**config.mk**
```make
export PLATFORM = sky130hd
export DESIGN_NAME = expu_result_collector
export DESIGN_NICKNAME = d
export VERILOG_FILES = /design/src/rtl/expu_result_collector.sv
export SDC_FILE = /design/constraint.sdc
export NUM_CORES = 1
export LEC_CHECK = 0
export CAP_MARGIN = 20
export CORE_ASPECT_RATIO = 1.1
export CORE_UTILIZATION = 42
export CTS_CLUSTER_SIZE = 16
export DETAILED_ROUTE_END_ITERATION = 7
export GPL_ROUTABILITY_DRIVEN = 0
export SLEW_MARGIN = 20
export SYNTH_ARGS = -nofsm -noshare
export SYNTH_HDL_FRONTEND = slang
export SYNTH_SLANG_ARGS = --single-unit
```
**constraint.sdc**
```tcl
create_clock -name clk_i -period 2.6 [get_ports clk_i]
set_input_delay 0.39 -clock clk_i [delete_from_list [all_inputs] [get_ports clk_i]]
set_output_delay 0.39 -clock clk_i [all_outputs]
set_load 0.02 [all_outputs]
```
**src/rtl/expu_result_collector.sv**
```systemverilog
// Result collector for the exponential unit: counts a job's beats,
// buffers them in a small FIFO and drains them downstream in order.

package fpnew_pkg;

  typedef enum logic [2:0] {
    FP32    = 3'd0,
    FP64    = 3'd1,
    FP16    = 3'd2,
    FP8     = 3'd3,
    FP16ALT = 3'd4,
    FP8ALT  = 3'd5
  } fp_format_e;

  function automatic int unsigned fp_width(fp_format_e fmt);
    int unsigned w;
    unique case (fmt)
      FP32:          w = 32;
      FP64:          w = 64;
      FP16, FP16ALT: w = 16;
      default:       w = 8;
    endcase
    return w;
  endfunction

endpackage

module expu_result_collector
  import fpnew_pkg::*;
#(
  parameter fp_format_e  FPFORMAT  = FP16ALT,
  parameter int unsigned N_ROWS    = 1,
  parameter int unsigned DEPTH     = 4,
  parameter int unsigned LEN_WIDTH = 16,
  localparam int unsigned WIDTH    = fp_width(FPFORMAT)
) (
  input  logic                           clk_i,
  input  logic                           rst_ni,
  input  logic                           clear_i,
  input  logic                           enable_i,
  input  logic                           start_i,
  input  logic [LEN_WIDTH-1:0]           len_i,
  input  logic                           valid_i,
  input  logic [N_ROWS-1:0]              strb_i,
  input  logic [N_ROWS-1:0][WIDTH-1:0]   res_i,
  output logic                           ready_o,
  output logic                           valid_o,
  output logic [N_ROWS-1:0]              strb_o,
  output logic [N_ROWS-1:0][WIDTH-1:0]   data_o,
  input  logic                           ready_i,
  output logic                           busy_o,
  output logic                           done_o,
  output logic [LEN_WIDTH-1:0]           count_o
);

  localparam int unsigned AW = $clog2(DEPTH);

  typedef enum logic [1:0] {
    IDLE    = 2'd0,
    COLLECT = 2'd1,
    DRAIN   = 2'd2,
    DONE    = 2'd3
  } state_e;

  state_e state_q, state_d;

  logic [LEN_WIDTH-1:0] len_q;
  logic [LEN_WIDTH-1:0] count_q;
  logic [LEN_WIDTH-1:0] count_inc;
  logic [AW:0]          wr_ptr_q;
  logic [AW:0]          rd_ptr_q;

  logic [N_ROWS-1:0]            strb_mem [DEPTH];
  logic [N_ROWS-1:0][WIDTH-1:0] data_mem [DEPTH];
  logic [N_ROWS-1:0][WIDTH-1:0] res_masked;

  logic full;
  logic empty;
  logic push;
  logic pop;
  logic start_ok;
  logic last_push;

  assign empty = (wr_ptr_q == rd_ptr_q);
  assign full  = (wr_ptr_q[AW] != rd_ptr_q[AW]) &&
                 (wr_ptr_q[AW-1:0] == rd_ptr_q[AW-1:0]);

  assign ready_o = enable_i & (state_q == COLLECT) & ~full;
  assign valid_o = enable_i & ~empty;
  assign push    = valid_i & ready_o;
  assign pop     = valid_o & ready_i;

  assign start_ok  = enable_i & start_i & (state_q == IDLE);
  assign count_inc = count_q + LEN_WIDTH'(1);
  assign last_push = push & (count_inc == len_q);
  assign count_o   = count_q;

  // State register; a low enable freezes the FSM.
  always_ff @(posedge clk_i or negedge rst_ni) begin
    if (!rst_ni) begin
      state_q <= IDLE;
    end else if (clear_i) begin
      state_q <= IDLE;
    end else if (enable_i) begin
      state_q <= state_d;
    end
  end

  // Next-state decode.
  always_comb begin
    state_d = state_q;
    unique case (state_q)
      IDLE: begin
        if (start_ok) begin
          state_d = (len_i == '0) ? DONE : COLLECT;
        end
      end
      COLLECT: begin
        if (last_push) state_d = DRAIN;
      end
      DRAIN: begin
        if (empty) state_d = DONE;
      end
      DONE: begin
        state_d = IDLE;
      end
      default: state_d = IDLE;
    endcase
  end

  // Status outputs and head-of-FIFO data, zeroed when nothing is valid.
  always_comb begin
    busy_o = (state_q == COLLECT) || (state_q == DRAIN);
    done_o = (state_q == DONE);
    strb_o = '0;
    data_o = '0;
    if (valid_o) begin
      strb_o = strb_mem[rd_ptr_q[AW-1:0]];
      data_o = data_mem[rd_ptr_q[AW-1:0]];
    end
  end

  // Lanes with a cleared strobe are stored as zero.
  always_comb begin
    res_masked = '0;
    for (int unsigned r = 0; r < N_ROWS; r++) begin
      res_masked[r] = strb_i[r] ? res_i[r] : '0;
    end
  end

  // FIFO pointers; the extra MSB separates full from empty.
  always_ff @(posedge clk_i or negedge rst_ni) begin
    if (!rst_ni) begin
      wr_ptr_q <= '0;
      rd_ptr_q <= '0;
    end else if (clear_i) begin
      wr_ptr_q <= '0;
      rd_ptr_q <= '0;
    end else begin
      if (push) wr_ptr_q <= wr_ptr_q + 1'b1;
      if (pop)  rd_ptr_q <= rd_ptr_q + 1'b1;
    end
  end

  // FIFO storage, written on push only.
  always_ff @(posedge clk_i) begin
    if (push) begin
      strb_mem[wr_ptr_q[AW-1:0]] <= strb_i;
      data_mem[wr_ptr_q[AW-1:0]] <= res_masked;
    end
  end

  // Job length latch and accepted-beat counter.
  always_ff @(posedge clk_i or negedge rst_ni) begin
    if (!rst_ni) begin
      len_q   <= '0;
      count_q <= '0;
    end else if (clear_i) begin
      len_q   <= '0;
      count_q <= '0;
    end else if (start_ok) begin
      len_q   <= len_i;
      count_q <= '0;
    end else if (push) begin
      count_q <= count_inc;
    end
  end

endmodule
```
==> reports/results.txt <==
Routed WL: 12,200 um
RR Endpoint: state_q[1]$_DFFE_PN0P_
Post-synth top flop: edfxtp_1
Mapped Area: 5180 um^2
DIE AREA: 12,800 um^2
Setup Buffers After CTS: 0
Avg Cell Area, Syn: 13.1 um^2
Design Power: 3.74 mW
CTS buffer count: 9
DRT Pass-1 Iters: 4
Core ar.: 12,000 um^2
CP Capture Type: primary output
Final hold violation count: 0
WHS: 0.176 ns
Worst R2R Path Depth: 7
Post-route clock period utilization: 0.975
GR Overflow Total: 0
Die X-Extent: 108 um
EDFF count, synth: 68
Worst-Skew Late Latency: 0.36 ns
Largest net degree at the start of global routing: 41
TNS Setup: 0 ns
Root buf cell: clkbuf_16
IO Pins: 77
Synthesis-to-layout area growth: 28.5%
Initial core utilization: 0.430
Clock transition at path regs: 0.08 ns
Worst setup SP type: register
Synthesized flop and latch total: 108
Crit Path Class: register to primary output
Sink Count: 108
Data required time at the worst endpoint: 2.21 ns
Post-Synthesis Cells: 395
GRT Total Usage: 0.206
Register area: 3050 um^2
Pwr dens: 562 nW/um^2
Worst min path class: primary input to async pin
R2R Setup Slk: 0.29 ns
Detail Placement HPWL: 8560 um
NumNets Final: 542
Min cycle time layout: 2.53 ns
Post-synthesis cell type count: 48
Worst Path Arrival: 2.14 ns
Peak fanout along the critical path: 10
Initial drt markers: 190
DRC viols: 0
Sequential area share after synthesis: 0.587
DRT antenna net count: 0
Yosys warns: 0
CTS tree: done
Fill count: 1,061
H-tree lvl count: 3
P_leak: 2.80 nW
Worst Clk Skew: 0.00910 ns
Max frequency: 395 MHz
Max VDD drop: 0.532 mV
Status: complete, no violations
Final setup fails: 0
Share of flip-flops with an asynchronous set or reset: 0.370
Max cap viols: 0
Die Y-Extent: 118 um
Antenna cells: 0
FP Rows: 42
Via count: 3,515
Initial antenna violation count: 0
Worst-Margin Slew: 0.942 ns
Number of hold buffers added after cts: 0
Drt wl/cell: 18.7 um
CTS Buffer Depth: 2
Vias in the first global route: 3,586
Share of cells above drive strength 1: 0.147
Slew margin rel.: 0.372
Final Max Tran Viols: 0
Area occupied by multi-input gates: 2010 um^2
Crit Reg-Reg Startpoint: count_o[0]$_DFFE_PN0P_
Synthesized net count: 445
First-pass GRT wire length: 19,300 um
Util after Layout: 0.553
IO Port Bufs: 76
DR vias/cell: 5.40
[critical path: stages (launching register included)]
cell	delay (ns)
dfrtp_1	0.47
xnor2_2	0.25
nand3b_1	0.15
buf_4	0.20
and2_1	0.17
clkdlybuf4s50_1	0.54
[cells in the mapped netlist (4+ instances only)]
cell,count,share of area
a21oi_1,12,0.012
a22o_1,15,0.025
and2_1,20,0.024
and3_1,24,0.029
buf_4,4,0.0058
clkbuf_1,9,0.0065
dfrtp_1,40,0.19
edfxtp_1,68,0.39
ha_1,10,0.024
inv_1,9,0.0065
mux4_2,17,0.074
nand2_1,21,0.015
nand3_1,8,0.0077
nand4_1,10,0.012
nor2_1,29,0.021
nor3_1,4,0.0039
nor4_1,7,0.0085
o21ai_0,6,0.0058
xnor2_1,19,0.032
xor2_1,19,0.032
[routing by layer]
layer	part of all wire	wire length, um	global-route usage
met5	0	0	0
met4	0.013	157	0.0642
met3	0.031	373	0.0447
met2	0.51	6170	0.345
met1	0.45	5460	0.264
[logic make-up after synthesis]
kind of cell,share of synthesized area
adder cells (fa/ha/maj),0.0242
multiplexers,0.0739
AND/OR/NAND/NOR,0.146
AO/OA/AOI/OAI,0.0758
XOR/XNOR,0.0643
flip-flops,0.587
buffers and inverters,0.0280
[layout make-up]
| class | instances | area share |
|---|---|---|
| clock inverter | 7 | 0.0167 |
| clock buffer | 9 | 0.0338 |
| multi-input combinational | 259 | 0.301 |
| sequential | 108 | 0.457 |
| tap | 154 | 0.0289 |
| timing repair buffer | 105 | 0.157 |
| inverter | 9 | 0.00507 |
[where the power goes]
part | internal (mW) | switching, mW | total (mW)
registers | 1.85 | 0.0201 | 1.87
clock network | 0.870 | 0.673 | 1.54
logic | 0.156 | 0.169 | 0.325
total | 2.88 | 0.863 | 3.74
[repair_timing]
| action | 4_1_cts | 5_1_grt |
|---|---|---|
| pin swaps | 0 | 0 |
| setup endpoints to repair | 18 | 15 |
| resized for setup | 5 | 16 |
| cloned | 0 | 0 |
[state kept, by name, summed over array words and instances (netlist names)]
register / cells
data_mem: 64
count_o: 16
rd_ptr_q: 3
state_q: 2
len_q: 16
wr_ptr_q: 3
strb_mem: 4
[cell usage in the layout (no fill, tap or decap), types with 4 or more instances in the layout]
| master | synthesis | final |
|---|---|---|
| a21oi_1 | 12 | 12 |
| a22o_1 | 15 | 15 |
| and2_1 | 20 | 20 |
| and3_1 | 24 | 24 |
| buf_4 | 4 | 26 |
| clkbuf_16 | 0 | 9 |
| clkdlybuf4s50_1 | 0 | 58 |
| dfrtp_1 | 40 | 38 |
| dlymetal6s2s_1 | 0 | 14 |
| edfxtp_1 | 68 | 68 |
| ha_1 | 10 | 10 |
| inv_1 | 9 | 9 |
| mux4_2 | 17 | 17 |
| nand2_1 | 21 | 21 |
| nand3_1 | 8 | 8 |
| nand4_1 | 10 | 10 |
| nor2_1 | 29 | 29 |
| nor3_1 | 4 | 4 |
| nor4_1 | 7 | 7 |
| o21ai_0 | 6 | 6 |
| xnor2_1 | 19 | 17 |
| xor2_1 | 19 | 19 |
[per-stage QoR]
stage	area, um^2	worst slack [ns]	cells
finish	6660	0.0652	651
global route	6660	-0.0132	651
CTS	6610	-0.0514	651
detailed placement	6270	0.188	635
global placement	6270	0.207	635
floorplan	5180	0.454	395
[worst max path at each step]
stage,endpoint,depth (start not counted),from
6_report,valid_o,5,wr_ptr_q[0]$_DFFE_PN0P_
5_1_grt,valid_o,5,wr_ptr_q[0]$_DFFE_PN0P_
4_1_cts,data_o[7],5,wr_ptr_q[0]$_DFFE_PN0P_
3_5_place_dp,data_o[7],4,enable_i
3_3_place_gp,count_o[10]$_DFFE_PN0P_,8,enable_i
2_1_floorplan,state_q[0]$_DFFE_PN0P_,8,count_o[0]$_DFFE_PN0P_
Power figures use the tool's default switching activity.
